## config.mk

```make
export PLATFORM = sky130hd
export DESIGN_NAME = seq_multiplier
export DESIGN_NICKNAME = d
export VERILOG_FILES = /design/src/rtl/mul_pkg.sv /design/src/rtl/seq_multiplier.sv
export SDC_FILE = /design/constraint.sdc
export NUM_CORES = 1
export LEC_CHECK = 0
export BUFFER_PORTS_ARGS = -buffer_cell sky130_fd_sc_hd__clkbuf_2
export CAP_MARGIN = 25
export CORE_ASPECT_RATIO = 2
export CORE_MARGIN = 4
export CORE_UTILIZATION = 38
export CTS_BUF_LIST = sky130_fd_sc_hd__clkbuf_4
export CTS_CLUSTER_DIAMETER = 100
export DETAILED_ROUTE_END_ITERATION = 10
export GPL_TIMING_DRIVEN = 1
export PLACE_DENSITY = 0.55
export RECOVER_POWER = 25
export SYNTH_ARGS = -nofsm -noshare
export SYNTH_HDL_FRONTEND = slang
export SYNTH_SLANG_ARGS = --single-unit
```

## constraint.sdc

```tcl
create_clock -name clk -period 4.1 [get_ports clk]
set_input_delay 0.615 -clock clk [delete_from_list [all_inputs] [get_ports clk]]
set_output_delay 0.615 -clock clk [all_outputs]
set_load 0.02 [all_outputs]
```

## src/rtl/mul_pkg.sv

```systemverilog
// -----------------------------------------------------------------------------
// mul_pkg
// Shared definitions for the sequential shift-add multiply-accumulate unit.
//   state_t            : controller states (IDLE, RUN, DONE)
//   MUL_WIDTH_DEFAULT  : default operand width
//   MUL_CNT_W          : iteration counter width for the default operand width
//   mul_cnt_width()    : iteration counter width for an arbitrary operand width
// -----------------------------------------------------------------------------
package mul_pkg;

   typedef enum logic [1:0] {
      S_IDLE = 2'd0,
      S_RUN  = 2'd1,
      S_DONE = 2'd2
   } state_t;

   localparam int MUL_WIDTH_DEFAULT = 16;

   // The counter must hold the value WIDTH itself, hence WIDTH+1 codes.
   function automatic int mul_cnt_width(input int width);
      return $clog2(width + 1);
   endfunction

   localparam int MUL_CNT_W = $clog2(MUL_WIDTH_DEFAULT + 1);

endpackage : mul_pkg

```

## src/rtl/seq_multiplier.sv

```systemverilog
// -----------------------------------------------------------------------------
// seq_multiplier
// Sequential shift-add multiply-accumulate:
//   product = multiplicand * multiplier + addend   (unsigned, 2*WIDTH-bit result)
// One multiplier bit is consumed per clock under a start/done handshake. Also
// used to rebuild dividend = quotient * divisor + remainder for the divide path.
//
// Optional feature (compile-time macro MUL_EARLY_EXIT_EN):
//   defined   : RUN also ends as soon as the remaining multiplier bits are all
//               zero (minimum one RUN cycle); results are unchanged.
//   undefined : latency is always WIDTH cycles, independent of the data.
//
// Ports:
//   clk           in   system clock, rising edge
//   rst_n         in   asynchronous active-low reset
//   start         in   request, sampled only while ready=1
//   multiplicand  in   [WIDTH-1:0]   operand A, captured on accept
//   multiplier    in   [WIDTH-1:0]   operand B, captured on accept
//   addend        in   [WIDTH-1:0]   operand C, captured on accept
//   ready         out  high in IDLE only
//   busy          out  high in RUN and DONE
//   done          out  one-cycle pulse marking a new product
//   product       out  [2*WIDTH-1:0] result, held until the next done
//   overflow      out  upper half of product is non-zero
// -----------------------------------------------------------------------------
module seq_multiplier
   import mul_pkg::*;
#(
   parameter int WIDTH = MUL_WIDTH_DEFAULT
) (
   input  logic                 clk,
   input  logic                 rst_n,
   input  logic                 start,
   input  logic [WIDTH-1:0]     multiplicand,
   input  logic [WIDTH-1:0]     multiplier,
   input  logic [WIDTH-1:0]     addend,
   output logic                 ready,
   output logic                 busy,
   output logic                 done,
   output logic [2*WIDTH-1:0]   product,
   output logic                 overflow
);

   localparam int PW    = 2 * WIDTH;
   localparam int CNT_W = mul_cnt_width(WIDTH);

   state_t           state;
   logic [PW-1:0]    acc;
   logic [PW-1:0]    mcand;
   logic [WIDTH-1:0] mplier;
   logic [CNT_W-1:0] count;

   // Datapath for the current RUN iteration. The sum cannot wrap: the largest
   // possible result is 2^(2W) - 2^W.
   logic [PW-1:0]    acc_next;
   logic [WIDTH-1:0] mplier_next;
   logic [CNT_W-1:0] count_next;
   logic             last_iter;

   assign acc_next    = mplier[0] ? (acc + mcand) : acc;
   assign mplier_next = mplier >> 1;
   assign count_next  = count - CNT_W'(1);

`ifdef MUL_EARLY_EXIT_EN
   // Once every remaining multiplier bit is zero, further iterations add
   // nothing, so the accumulator already holds the final result.
   assign last_iter = (count_next == '0) || (mplier_next == '0);
`else
   assign last_iter = (count_next == '0);
`endif

   // NOTE: sequential state uses non-blocking assignments so every register
   // samples the pre-edge values of the others, regardless of statement order.
   // NOTE: the working registers are reset too, so an aborted operation leaves
   // no stale operand data behind.
   always_ff @(posedge clk or negedge rst_n) begin
      if (!rst_n) begin
         state    <= S_IDLE;
         acc      <= '0;
         mcand    <= '0;
         mplier   <= '0;
         count    <= '0;
         ready    <= 1'b1;
         busy     <= 1'b0;
         done     <= 1'b0;
         product  <= '0;
         overflow <= 1'b0;
      end else begin
         case (state)
            S_IDLE: begin
               done <= 1'b0;
               if (start) begin
                  acc    <= PW'(addend);
                  mcand  <= PW'(multiplicand);
                  mplier <= multiplier;
                  count  <= CNT_W'(WIDTH);
                  state  <= S_RUN;
                  ready  <= 1'b0;
                  busy   <= 1'b1;
               end
            end

            S_RUN: begin
               acc    <= acc_next;
               mcand  <= mcand << 1;
               mplier <= mplier_next;
               count  <= count_next;
               if (last_iter) begin
                  product  <= acc_next;
                  overflow <= |acc_next[PW-1:WIDTH];
                  done     <= 1'b1;
                  state    <= S_DONE;
               end
            end

            S_DONE: begin
               done  <= 1'b0;
               ready <= 1'b1;
               busy  <= 1'b0;
               state <= S_IDLE;
            end

            default: begin
               done  <= 1'b0;
               ready <= 1'b1;
               busy  <= 1'b0;
               state <= S_IDLE;
            end
         endcase
      end
   end

endmodule : seq_multiplier

```

==> impl_metrics.py <==
metrics = {
    "die": {
        "die_y_um": 201,
        "pin_count": 87,
        "start_util_pct": 38.8,
        "die_area_sq_mm": 0.0211,
        "core_sq_mm": 0.0183,
        "dieWidth_um": 105,
        "floorplan.rows": 70,
    },
    "synthesis": {
        "synthMuxAreaShare_pct": 3.40,
        "syn-cell-area_sq_mm": 0.00709,
        "synthesis_warning_total": 0,
        "syn-instance-count": 803,
        "ys_seq_area_share_pct": 43.4,
        "async_set_or_reset_flop_fraction_in_the_synthesized_netlist_pct": 100,
        "synth_top_family_by_area": "compound AO/OA/AOI/OAI gates",
        "synth_top_area_share_pct": 43.0,
        "synth.ff_latch_count": 123,
        "synthSimpleGateAreaFrac_pct": 17.8,
        "synth_area_leaders": "sky130_fd_sc_hd__dfrtp_1 43%, sky130_fd_sc_hd__nand2_1 8.4%, sky130_fd_sc_hd__ha_1 5.8%, sky130_fd_sc_hd__a21oi_1 4.2%, sky130_fd_sc_hd__nor2_1 4.0%",
        "synth_flop_cell": "sky130_fd_sc_hd__dfrtp_1",
        "synth_compound_gate_area_share_pct": 22.8,
        "synth-adder-area-share_pct": 6.10,
        "number_of_synthesized_flops_with_an_enable_pin": 0,
        "synth.distinct_cells": 73,
        "netlist.top_cell.by_area": "sky130_fd_sc_hd__dfrtp_1",
        "avgSynthCellArea_sq_um": 8.83,
        "synth_fp_nets": 888,
        "synth-xor-area-share_pct": 3.21,
    },
    "cts": {
        "clock_sink_count": 123,
        "clkLatencyLatePin_ps": 570,
        "clk_path_buf_depth": 2,
        "post_cts_resized": 0,
        "cts_tree": "done",
        "clock_tree.htree_level_count": 4,
        "cts-buffers-inserted": 17,
        "post-cts-setup-buffers": 0,
        "ctsRootBufferMaster": "sky130_fd_sc_hd__clkbuf_4",
        "cts.hold.buffers_added": 0,
        "clkSlewWorstSetupHoldPaths_ps": 120,
    },
    "timing": {
        "hold_violations": 0,
        "final-max-slew-violation-count": 60,
        "timing.final.crit_share_pct": 85.1,
        "max_freq_ghz": 0.287,
        "final-setup-viol-count": 0,
        "worst-slew-pin-transition_ps": 3470,
        "timing.final.ws_setup_ps": 611,
        "maximum_clock_skew_at_final_layout_ps": 21.4,
        "post-route-min-period_ps": 3490,
        "grt_setup_unrepaired": "no",
        "final_setup_tns_ps": 0,
        "worst_slew_margin_rel_pct": -131,
    },
    "drt": {
        "drc": 0,
        "route.vias.total": 6205,
        "drt_first_pass_iters": 5,
        "via_per_inst": 5.65,
        "totalWireLength_um": 21400,
        "dr.first_iter.drc_count": 192,
        "drtAntennaViolNets": 0,
        "wl_per_cell_um": 19.5,
    },
    "global_route": {
        "grt_pass1_wl_um": 34300,
        "groute.usage.overall_pct": 20.8,
        "grt_pass1_vias": 6351,
        "grt_antenna_before_repair": 1,
        "grt_max_degree": 65,
        "global_route.overflow_total": 0,
    },
    "hold_path": {
        "hold_path_class": "input pin to flip-flop",
        "hold_path_startpoint": "multiplier[10]",
        "worst_hold_path.num_cells": 3,
    },
    "job": {
        "max-cap-violations": 1,
    },
    "placed_design": {
        "dp.final_hpwl_um": 16200,
        "pre_cts_slack_ps": 597,
        "port_buffers": 86,
        "place.gp.congestion": 0.922,
    },
    "pwr": {
        "irDropWorstVdd_v": 0.000384,
        "power.density_mw_per_mm2": 1060,
        "static-leakage-power_nw": 3.68,
    },
    "worst_setup_path": {
        "worst_r2r_startpoint": "mcand[0]",
        "critPathCaptureType": "flip-flop",
        "critical_path_required_ps": 4570,
        "crit_start": "mcand[0]",
        "cp.arrival_ps": 3960,
        "r2r_cells": 12,
        "worstSetupPathType": "flip-flop to flip-flop",
        "setup.worst_path.start_class": "flip-flop",
        "crit_path_max_fanout": 4,
    },
    "layout": {
        "final_layout_size_suffix_gt1_share_pct": 17.3,
        "layout.nets": 953,
        "flow.area_growth_from_synthesis_pct": 12.9,
        "final_util_pct": 43.7,
    },
    "outcome": {
        "run_status": "complete, but fails checks",
        "violations": "capacitance limit, slew limit",
    },
}
worst max-delay path: stages, from the launching register on:
cell                       delay (ps)
sky130_fd_sc_hd__dfrtp_1          450
sky130_fd_sc_hd__ha_1             240
sky130_fd_sc_hd__fa_1             410
sky130_fd_sc_hd__a21oi_1          210
sky130_fd_sc_hd__nand4b_1         210
sky130_fd_sc_hd__nand2_2          110
sky130_fd_sc_hd__a41o_4           320
sky130_fd_sc_hd__a311oi_2         290
sky130_fd_sc_hd__xnor2_1           90
sky130_fd_sc_hd__mux2_4           270
sky130_fd_sc_hd__nor4bb_1         350
sky130_fd_sc_hd__nand4_1          140
sky130_fd_sc_hd__o32a_1           290
worst paths after layout:
kind / end / slack [ps]
worst max-delay path: overflow / 610
worst min-delay path: mplier[10] / 270
worst max register to register: overflow / 610
worst min register to register: ready / 470
max in group asynchronous: mcand[18] / 940
min in group asynchronous: product[23] / 1220
through the flow:
stage                     total power (W)  cells  hold WS [ps]  area (sq um)
after global routing              0.00921   1098           256          8010
after global placement            0.00758   1065           455          7710
after detailed placement          0.00762   1065           455          7710
after floorplan                   0.00607    803           319          7090
final                             0.00849   1098           266          8010
after CTS                         0.00857   1097           137          8010
layout make-up:
cell class / count / area, sq um
repair buffers: 97 / 524
fillers: 1887 / 10300
clock buffers: 17 / 128
clock inverters: 15 / 175
multi-input cells: 621 / 3800
flip-flops and latches: 123 / 3080
diodes: 1 / 2.50
inverters: 8 / 30.0
well taps: 216 / 270
flip-flops by register name, indices dropped and copies added (netlist names):
| register | count |
|---|---|
| product | 32 |
| done | 1 |
| mcand | 32 |
| count | 5 |
| mplier | 16 |
| busy | 1 |
| overflow | 1 |
| state | 2 |
| acc | 32 |
| ready | 1 |
Yosys cell counts, types with 10 or more instances:
master,count
sky130_fd_sc_hd__nor2b_1,10
sky130_fd_sc_hd__dfrtp_1,122
sky130_fd_sc_hd__o21ai_0,51
sky130_fd_sc_hd__a22o_1,23
sky130_fd_sc_hd__and3_1,13
sky130_fd_sc_hd__ha_1,33
sky130_fd_sc_hd__nor2_1,75
sky130_fd_sc_hd__clkbuf_1,43
sky130_fd_sc_hd__mux2i_1,17
sky130_fd_sc_hd__nand2_1,158
sky130_fd_sc_hd__o22ai_1,10
sky130_fd_sc_hd__a21oi_1,59
sky130_fd_sc_hd__a31oi_1,34
sky130_fd_sc_hd__xnor2_1,18
per-layer routing:
| layer | track usage, % | vias to the layer above | wire length, um |
|---|---|---|---|
| li1 | - | 3015 | - |
| met3 | 2.92 | 55 | 610 |
| met2 | 38.6 | 134 | 11700 |
| met1 | 21.9 | 3001 | 7930 |
| met4 | 12.5 | 0 | 1180 |
| met5 | 0 | - | 0 |
logic make-up (layout without fill, tap and decap cells):
kind of cell / after synthesis / after routing
flip-flops: 123 / 123
buffers and inverters: 59 / 137
AO/OA/AOI/OAI: 243 / 243
other: 0 / 1
multiplexers: 23 / 23
adder cells (fa/ha/maj): 34 / 34
AND/OR/NAND/NOR: 295 / 295
XOR/XNOR: 26 / 26
power breakdown:
| group | leakage, nW | internal, W | switching [W] |
|---|---|---|---|
| sequential | 1.50 | 0.00180 | 0.000519 |
| clock | 0.154 | 0.000421 | 0.000514 |
| combinational | 2.03 | 0.00204 | 0.00319 |
| total | 3.68 | 0.00427 | 0.00422 |
cells in the final DEF, fill, tap and decap left out, types with 9 or more instances in the layout:
cell type                  instances
sky130_fd_sc_hd__a21oi_1          59
sky130_fd_sc_hd__a22o_1           23
sky130_fd_sc_hd__a31oi_1          34
sky130_fd_sc_hd__and3_1           13
sky130_fd_sc_hd__buf_4            10
sky130_fd_sc_hd__clkbuf_2         85
sky130_fd_sc_hd__clkbuf_4         17
sky130_fd_sc_hd__dfrtp_1         122
sky130_fd_sc_hd__ha_1             33
sky130_fd_sc_hd__mux2i_1          17
sky130_fd_sc_hd__nand2_1         157
sky130_fd_sc_hd__nand4_1           9
sky130_fd_sc_hd__nor2_1           74
sky130_fd_sc_hd__o21a_1            9
sky130_fd_sc_hd__o21ai_0          51
sky130_fd_sc_hd__o22ai_1          10
sky130_fd_sc_hd__xnor2_1          18
Note: power is estimated with default switching activity, not from simulation.
